==> src/rtl/call_ret_stack_if.sv <==
// CALL/RET stack port bundle: push/pop/flush requests in, stack status out.
interface call_ret_stack_if #(
  parameter int DEPTH  = 8,
  parameter int ADDR_W = 16
);
  localparam int CW = $clog2(DEPTH) + 1;

  logic              flush;
  logic              push;
  logic [ADDR_W-1:0] push_addr;
  logic              pop;
  logic [ADDR_W-1:0] top_addr;
  logic              empty;
  logic              full;
  logic [CW-1:0]     count;
  logic              overflow;
  logic              underflow;

  modport master (
    output flush, push, push_addr, pop,
    input  top_addr, empty, full, count, overflow, underflow
  );

  modport slave (
    input  flush, push, push_addr, pop,
    output top_addr, empty, full, count, overflow, underflow
  );
endinterface

==> src/rtl/call_ret_stack.sv <==
// Return-address stack: circular buffer, overflow drops oldest, sticky
// overflow/underflow flags, zero-latency top read.
module call_ret_stack #(
  parameter int DEPTH  = 8,
  parameter int ADDR_W = 16
) (
  input logic             clk,
  input logic             rst,
  call_ret_stack_if.slave bus
);
  localparam int PW = $clog2(DEPTH);
  localparam int CW = PW + 1;

  logic [ADDR_W-1:0] mem [DEPTH];
  logic [PW-1:0]     wptr;
  logic [PW-1:0]     tptr;
  logic [CW-1:0]     count;
  logic              overflow;
  logic              underflow;
  logic              is_empty;
  logic              is_full;

  assign tptr     = wptr - PW'(1);
  assign is_empty = (count == '0);
  assign is_full  = (count == CW'(DEPTH));

  always_ff @(posedge clk) begin
    if (rst) begin
      wptr      <= '0;
      count     <= '0;
      overflow  <= 1'b0;
      underflow <= 1'b0;
      for (int i = 0; i < DEPTH; i++) mem[i] <= '0;
    end else if (bus.flush) begin
      wptr  <= '0;
      count <= '0;
    end else if (bus.push && bus.pop && !is_empty) begin
      // Simultaneous CALL/RET: replace top in place, never flags.
      mem[tptr] <= bus.push_addr;
    end else if (bus.push) begin
      mem[wptr] <= bus.push_addr;
      wptr      <= wptr + PW'(1);
      if (is_full) overflow <= 1'b1;
      else         count    <= count + CW'(1);
      if (bus.pop) underflow <= 1'b1;
    end else if (bus.pop) begin
      if (is_empty) begin
        underflow <= 1'b1;
      end else begin
        wptr  <= tptr;
        count <= count - CW'(1);
      end
    end
  end

  assign bus.top_addr  = is_empty ? '0 : mem[tptr];
  assign bus.empty     = is_empty;
  assign bus.full      = is_full;
  assign bus.count     = count;
  assign bus.overflow  = overflow;
  assign bus.underflow = underflow;
endmodule

==> src/flat_wrapper.sv <==
// flat-port wrapper written by rule: the top's interface ports become plain ports
module call_ret_stack_flat 
#(
  parameter int DEPTH  = 8,
  parameter int ADDR_W = 16
)
  (clk, rst, bus_flush, bus_push, bus_push_addr, bus_pop, bus_top_addr, bus_empty, bus_full, bus_count, bus_overflow, bus_underflow);
  call_ret_stack_if #(.DEPTH(DEPTH), .ADDR_W(ADDR_W)) bus_i ();
  input logic clk;
  input logic rst;
  input wire logic [$bits(bus_i.flush)-1:0] bus_flush;
  input wire logic [$bits(bus_i.push)-1:0] bus_push;
  input wire logic [$bits(bus_i.push_addr)-1:0] bus_push_addr;
  input wire logic [$bits(bus_i.pop)-1:0] bus_pop;
  output wire logic [$bits(bus_i.top_addr)-1:0] bus_top_addr;
  output wire logic [$bits(bus_i.empty)-1:0] bus_empty;
  output wire logic [$bits(bus_i.full)-1:0] bus_full;
  output wire logic [$bits(bus_i.count)-1:0] bus_count;
  output wire logic [$bits(bus_i.overflow)-1:0] bus_overflow;
  output wire logic [$bits(bus_i.underflow)-1:0] bus_underflow;
  assign bus_i.flush = bus_flush;
  assign bus_i.push = bus_push;
  assign bus_i.push_addr = bus_push_addr;
  assign bus_i.pop = bus_pop;
  assign bus_top_addr = bus_i.top_addr;
  assign bus_empty = bus_i.empty;
  assign bus_full = bus_i.full;
  assign bus_count = bus_i.count;
  assign bus_overflow = bus_i.overflow;
  assign bus_underflow = bus_i.underflow;
  call_ret_stack #(.DEPTH(DEPTH), .ADDR_W(ADDR_W)) u_core (.clk(clk), .rst(rst), .bus(bus_i));
endmodule
==> config.mk <==
export PLATFORM = sky130hd
export DESIGN_NAME = call_ret_stack_flat
export DESIGN_NICKNAME = d
export VERILOG_FILES = /design/src/rtl/call_ret_stack_if.sv /design/src/rtl/call_ret_stack.sv /design/src/flat_wrapper.sv
export SDC_FILE = /design/constraint.sdc
export NUM_CORES = 1
export LEC_CHECK = 0
export CAP_MARGIN = 40
export CORE_ASPECT_RATIO = 0.8
export CORE_MARGIN = 1
export CORE_UTILIZATION = 62
export DETAILED_ROUTE_END_ITERATION = 7
export PLACE_DENSITY = 0.83
export SYNTH_ARGS = -nofsm -noshare
export SYNTH_HDL_FRONTEND = slang
export SYNTH_SLANG_ARGS = --single-unit
export TNS_END_PERCENT = 100
==> constraint.sdc <==
create_clock -name clk -period 10.5 [get_ports clk]
set_input_delay 1.05 -clock clk [delete_from_list [all_inputs] [get_ports clk]]
set_output_delay 1.05 -clock clk [all_outputs]
set_load 0.03 [all_outputs]
Yosys cells after proc, flatten, opt, wreduce, memory -nomap -nowiden. Memory sizes are Yosys's and may differ from the RTL's. Cells that the tools add are included.

Add/subtract/negate cells: 4. Equal/unequal tests: 3. Mux-type cells: 29. Bitwise operators: 2. Reductions and logical operators: 13.

Operators by type and width (number): 16-bit two-way mux (3); 16-bit OR reduction (2); 1-bit two-way mux (17); 4-bit two-way mux (4); 3-bit two-way mux (5); 4-bit AND reduction (3); 4-bit by 1-bit adder with 4-bit output (second input constant) (1); 4-bit equality test (second input constant) (1); 4-bit zero test (1); 2-bit != test (second input constant) (2); 2-bit nonzero test (2); 4-bit by 1-bit subtractor with 4-bit output (second input constant) (1); 3-bit by 1-bit adder with 3-bit output (second input constant) (1); 3-bit AND reduction (1); 3-bit by 1-bit subtractor with 3-bit output (second input constant) (1); 1-bit logical AND (2); 1-bit inverter (2); 2-bit OR reduction (1); 1-bit zero test (1).

Flip-flop bits (word level): 9. RAM bits: 128. Input port bits: 21. Output and inout port bits: 24. Word-level logic and storage cells: 56. Memories: 1.

Memories: u_core.mem (depth 8, width 16, read ports 1, clocked after memory_dff 0, wr ports 8, RTL line call_ret_stack.sv:14) `logic [ADDR_W-1:0] mem [DEPTH];`.

Depth between registers and ports, before layout. Gate-level depths: netlist of the first run.

Word-level depth: 10. Gate-level depth with buffers: 10. Depth with buffers taken out: 6.

Least setup slack after synthesis of the first run. No wires, ideal clock.

Path kind: register to output. From: register u_core.wptr[1]. To: output port bus_top_addr[1]. Arrival time: 2.640 ns. Data required time: 9.450 ns. Setup slack: 6.810 ns. Stages on the path, launching flop included: 9. Buffers on the path: 3. Cells stage by stage: dfxtp_1 -> buf_2 -> clkinv_1 -> ha_1 -> clkbuf_1 -> clkbuf_1 -> mux4_2 -> nand2_1 -> a21oi_1.

Word-level cells in the longest chain between the ends: 3.

Ends and longest elaborated chain: from (decl) (RTL line call_ret_stack.sv:15) `logic [PW-1:0] wptr;`; from (signal assigned) (RTL line call_ret_stack.sv:42) `wptr <= wptr + PW'(1);`; from (signal assigned) (RTL line call_ret_stack.sv:50) `wptr <= tptr;`; 3-bit by 1-bit subtractor with 3-bit output (RTL line call_ret_stack.sv:23) `assign tptr = wptr - PW'(1);`; memory 8 x 16 bit; 16-bit two-way mux (RTL line call_ret_stack.sv:56) `assign bus.top_addr = is_empty ? '0 : mem[tptr];`; to (decl) (RTL line flat_wrapper.sv:15) `output wire logic [$bits(bus_i.top_addr)-1:0] bus_top_addr;`.

No other way between the ends.

Worst setup path after layout of the first run.
From: register u_core.wptr[0]. To: output port bus_top_addr[12].

Same word-level chain as after synthesis.

==> impl_metrics.json, run 1 <==
{
  "synth_mux_area_share_pct": 11.6,
  "cp-end-kind": "primary output",
  "max-cap-violations": 0,
  "synth-simple-area-share_pct": 12.9,
  "status": "finished clean",
  "synth-seq-cells": 137,
  "yosysMostFrequentCell": "nor2_1",
  "synth.area.top_cells": "edfxtp_1 59%, mux4_2 11%, nor2_1 7.9%, nand2_1 3.0%, dfxtp_1 2.8%",
  "yosysTopAreaCell": "edfxtp_1",
  "worst_setup_path_start_kind": "flip-flop",
  "cp.arrival_ns": 3.96,
  "num-nets-final": 551,
  "finalCoreUtilization_pct": 76.2,
  "synth_compound_area_share_pct": 7.20,
  "use_met3_pct": 8.17,
  "rsz0062_at_grt": "false",
  "met1_usage_pct": 39.9,
  "drc": 0,
  "slowest_stage": "clkdlybuf4s50_1",
  "drt_iter0_drc": 496,
  "track_usage_pct": 30.5,
  "grt_pass1_vias": 4255,
  "syn_nets": 508,
  "synthTopCellsByCount": "136 x nor2_1, 128 x edfxtp_1, 52 x nand2_1",
  "crit_top_cell": "buf_4",
  "grt_pass1_wl_mm": 23.0,
  "yosys_warnings": 0,
  "yosys.area_share.adder_pct": 1.08,
  "yosysTopAreaCellShare_pct": 59.3,
  "ant_nets": 0,
  "die_h_um": 93.5,
  "port_buffers": 44,
  "cts_inserted_buffers": 17,
  "cts.reportedPaths.clkPinSlew_ns": 0.06,
  "fmax_mhz": 200,
  "cpPeakStageDelay_ns": 0.71,
  "period_share_pct": 47.7,
  "slew_viol_final": 0,
  "leakagePower_nw": 2.50,
  "overflow": 0,
  "yosys.area_share.xor_xnor_pct": 1.22,
  "num_vias": 4277,
  "synth-async-reset-ratio_pct": 0,
  "die_width_um": 116,
  "first_pass_iters": 6,
  "worstPathRequired_ns": 9.45,
  "io_pins": 45,
  "whs_ns": 0.477,
  "relSlewSlack_pct": 44.9,
  "tritoncts": "yes",
  "clock_latency_ns": 0.41,
  "drive_gt1_share_pct": 16.4,
  "antenna_found_initial": 0,
  "synth_ff_type": "edfxtp_1",
  "cts_resized": 0,
  "yosysUniqueCellTypes": 40,
  "clock_sinks": 137,
  "synth_edf_count": 128,
  "crit_fanout": 46,
  "criticalPathCategory": "flip-flop to primary output",
  "vdd_drop_max_mv": 0.130,
  "yosysSeqAreaShare_pct": 62.1,
  "placed_cell_area_um2": 6990,
  "routed_via_density": 6.35,
  "p_total_mw": 1.40,
  "hold_viol_final": 0,
  "setup_tns_ns": 0,
  "netlist_instances": 482,
  "die_area_um2": 10900,
  "grt_max_degree": 47,
  "synth_area_um2": 6480,
  "power_density_nw_per_um2": 186,
  "top_usage_layer": "met2",
  "area_growth_pct": 16.2,
  "antenna_cells": 0,
  "place.gp.congestion": 0.854,
  "rows": 32,
  "postSynthAreaPerCell_um2": 13.5,
  "path_cells": "buf_4 -> inv_1 -> ha_1 -> buf_4 -> mux4_2 -> nand2_1 -> a21oi_1 -> clkdlybuf4s50_1",
  "floorplan.initialDensity_pct": 65.6,
  "routed_wl_mm": 15.1,
  "hold_buffers": 0,
  "setup_viol_count_final": 0,
  "min_period_ns": 5.01,
  "clock-root-buffer": "clkbuf_16",
  "post_cts_buffers": 0,
  "wl_per_cell_um": 22.3,
  "skew_ns": 0.00341,
  "tightest_slew_ns": 0.827,
  "grt_use_met2_pct": 46.8,
  "clock_path_buffers": 2,
  "dp.final_hpwl_mm": 9.61,
  "cts_htree_levels": 4,
  "synth_top_family_by_area": "simple AND/OR/NAND/NOR gates",
  "design_area_um2": 7540,
  "hold_class": "flip-flop to flip-flop",
  "coreArea_um2": 9890
}
-- flip-flops by register name (all words and copies together), names as in the netlist --
signal,count
u_core.bus.count,4
u_core.bus.overflow,1
u_core.bus.underflow,1
u_core.mem,128
u_core.wptr,3
-- power breakdown --
group	internal (mW)	switching, mW
clock network	0.343	0.213
logic	0.0812	0.130
registers	0.620	0.0121
total	1.04	0.356
-- stage by stage --
stage          instances  worst slack, ns
3_3_place_gp         640             5.99
4_1_cts              674             5.43
2_1_floorplan        482             6.81
5_1_grt              674             5.19
6_report             674             5.49
3_5_place_dp         642             5.92
-- cell families (layout without fill, tap and decap cells) --
family	after synthesis	after routing
AO/OA/AOI/OAI	45	45
XOR/XNOR	9	9
adder cells (fa/ha/maj)	5	5
buffers and inverters	42	98
flip-flops	137	137
multiplexers	35	35
AND/OR/NAND/NOR	209	209
-- placed cells by master, fill, tap and decap left out, drive strengths merged, types with 3 or more instances in the layout --
master	count
mux2i	3
mux4	32
buf	15
a21oi	17
o21bai	8
dfxtp	9
a31oi	4
a41oi	6
nor4	5
clkdlybuf4s50	44
inv	6
ha	4
clkbuf	20
clkinv	11
nor2	139
a211oi	3
xnor2	7
nand2	52
edfxtp	128
nor3	5
-- per-layer routing --
| metal | routed length, um | vias to the layer above |
|---|---|---|
| met1 | 5650 | 2127 |
| met3 | 1460 | 49 |
| li1 | - | 1836 |
| met4 | 527 | 0 |
| met2 | 7420 | 265 |
| met5 | 0 | - |
-- layout make-up --
cell class	count	area (um2)
fillers	587	2350
inverters	7	26.3
repair buffers	59	557
clock buffers	20	437
well taps	136	170
flip-flops and latches	137	4030
multi-input cells	303	2210
clock inverters	12	108
-- worst max-delay path, delay by kind of cell, from the launching register on --
kind	cells	cell delay, ns
buf+inv	4	2.09
fa+ha+maj	1	0.51
flops	1	0.31
mux	1	0.30
compound gates	1	0.23
simple gates	1	0.06
-- path summary, 6_finish.rpt --
| kind | from | to | slack (ns) | depth (start not counted) |
|---|---|---|---|---|
| hold / removal | u_core.bus.overflow | u_core.bus.overflow | 0.48 | 2 |
| setup / recovery | u_core.wptr[0] | bus_top_addr[12] | 5.49 | 8 |
| setup reg to reg | u_core.wptr[0] | u_core.mem[1][14] | 6.05 | 9 |
| hold reg to reg | u_core.bus.overflow | u_core.bus.overflow | 0.48 | 2 |
Note: power is estimated with default switching activity, not from simulation.
==> inputs of run 2 (changes only) <==
Settings changed: CORE_UTILIZATION 62 to 59, PLACE_DENSITY 0.83 to 0.8.
Clock period 10.5 ns to 4.77 ns, I/O delays scaled along.
==> impl_metrics.json, run 2 (synthesis results as in run 1) <==
{
  "status": "finished clean",
  "rsz0062_at_grt": "false",
  "grt_pass1_vias": 4115,
  "dp.final_hpwl_mm": 9.41,
  "ant_nets": 0,
  "antenna_cells": 0,
  "cts_inserted_buffers": 17,
  "worstPathRequired_ns": 4.29,
  "area_growth_pct": 17.2,
  "clock_path_buffers": 2,
  "clock_sinks": 137,
  "hold_buffers": 0,
  "num_vias": 4179,
  "criticalPathCategory": "flip-flop to primary output",
  "port_buffers": 44,
  "worst_setup_path_start_kind": "flip-flop",
  "num-nets-final": 553,
  "crit_fanout": 17,
  "wl_per_cell_um": 21.8,
  "cp-end-kind": "primary output",
  "clock_latency_ns": 0.42,
  "track_usage_pct": 28.3,
  "drc": 0,
  "skew_ns": 0.00842,
  "slew_viol_final": 0,
  "fmax_mhz": 239,
  "tightest_slew_ns": 0.843,
  "floorplan.initialDensity_pct": 62.1,
  "power_density_nw_per_um2": 415,
  "drt_iter0_drc": 520,
  "hold_viol_final": 0,
  "largestRegisters": "u_core.mem (128), u_core.bus.count (4), u_core.wptr (3)",
  "die_h_um": 95.8,
  "grt_pass1_wl_mm": 22.7,
  "routed_via_density": 6.15,
  "period_share_pct": 87.8,
  "setup_tns_ns": 0,
  "setup_viol_count_final": 0,
  "final_cells": 680,
  "r2r_slack_ns": 0.81,
  "cts_resized": 0,
  "cts.reportedPaths.clkPinSlew_ns": 0.06,
  "cts_htree_levels": 4,
  "die_width_um": 119,
  "clock-root-buffer": "clkbuf_16",
  "p_total_mw": 3.15,
  "drive_gt1_share_pct": 18.1,
  "place.gp.congestion": 0.835,
  "rows": 33,
  "routed_wl_mm": 14.8,
  "first_pass_iters": 6,
  "vdd_drop_max_mv": 0.321,
  "relSlewSlack_pct": 43.8,
  "mostFrequentLayoutCell": "nor2_1",
  "mostFrequentLayoutCells": "136 x nor2_1, 128 x edfxtp_1, 52 x nand2_1",
  "min_period_ns": 4.19,
  "top_register": "u_core.mem",
  "coreArea_um2": 10400,
  "place_inst": 648,
  "hold_class": "flip-flop to flip-flop",
  "cp.arrival_ns": 3.71,
  "max-cap-violations": 0,
  "antenna_found_initial": 0,
  "largest_reg_flops": 128,
  "post_cts_buffers": 0,
  "leakagePower_nw": 2.52,
  "tritoncts": "yes",
  "die_area_um2": 11400,
  "grt_max_degree": 46,
  "overflow": 0,
  "io_pins": 45
}
-- run 2: worst max-delay path: stages (launching register included) --
cell,delay (ns)
dfxtp_1,0.64
clkinv_1,0.44
ha_1,0.61
buf_4,0.33
mux4_2,0.23
nand2_1,0.07
a21oi_1,0.23
clkdlybuf4s50_1,0.72
-- run 2: path summary, 6_finish.rpt --
| path | from | end | depth (start not counted) |
|---|---|---|---|
| setup / recovery | u_core.wptr[1] | bus_top_addr[9] | 7 |
| hold / removal | u_core.bus.underflow | u_core.bus.underflow | 2 |
| setup reg to reg | u_core.wptr[1] | u_core.mem[1][12] | 8 |
| hold reg to reg | u_core.bus.underflow | u_core.bus.underflow | 2 |
-- run 2: per-stage QoR --
step / util (%) / cell area (um2) / setup WS, ns / hold slack [ns]
6_report: 72.8 / 7600 / 0.580 / 0.470
5_1_grt: 72.8 / 7600 / 0.435 / 0.497
2_1_floorplan: - / 6480 / 1.42 / 0.645
3_3_place_gp: 67.1 / 7010 / 1.11 / 0.449
4_1_cts: 72.8 / 7600 / 0.536 / 0.473
3_5_place_dp: 67.1 / 7010 / 0.800 / 0.459
-- run 2: power by group --
part / internal, mW / switching, mW
Sequential: 1.36 / 0.0266
Combinational: 0.180 / 0.285
Clock: 0.778 / 0.519
Total: 2.32 / 0.831
-- run 2: per-layer routing --
layer | track usage, % | vias to the layer above | share of wire, %
met2 | 46.6 | 220 | 50
met5 | 0 | - | 0
met1 | 35.5 | 2065 | 39
met3 | 8.53 | 43 | 9.0
li1 | - | 1851 | -
met4 | 11.9 | 0 | 2.6
-- run 2: final cells by class --
class | count | area [um2]
clock buffers | 17 | 425
clock inverters | 15 | 166
fillers | 655 | 2850
inverters | 7 | 26.3
multi-input cells | 303 | 2210
flip-flops and latches | 137 | 4030
well taps | 140 | 175
repair buffers | 61 | 568
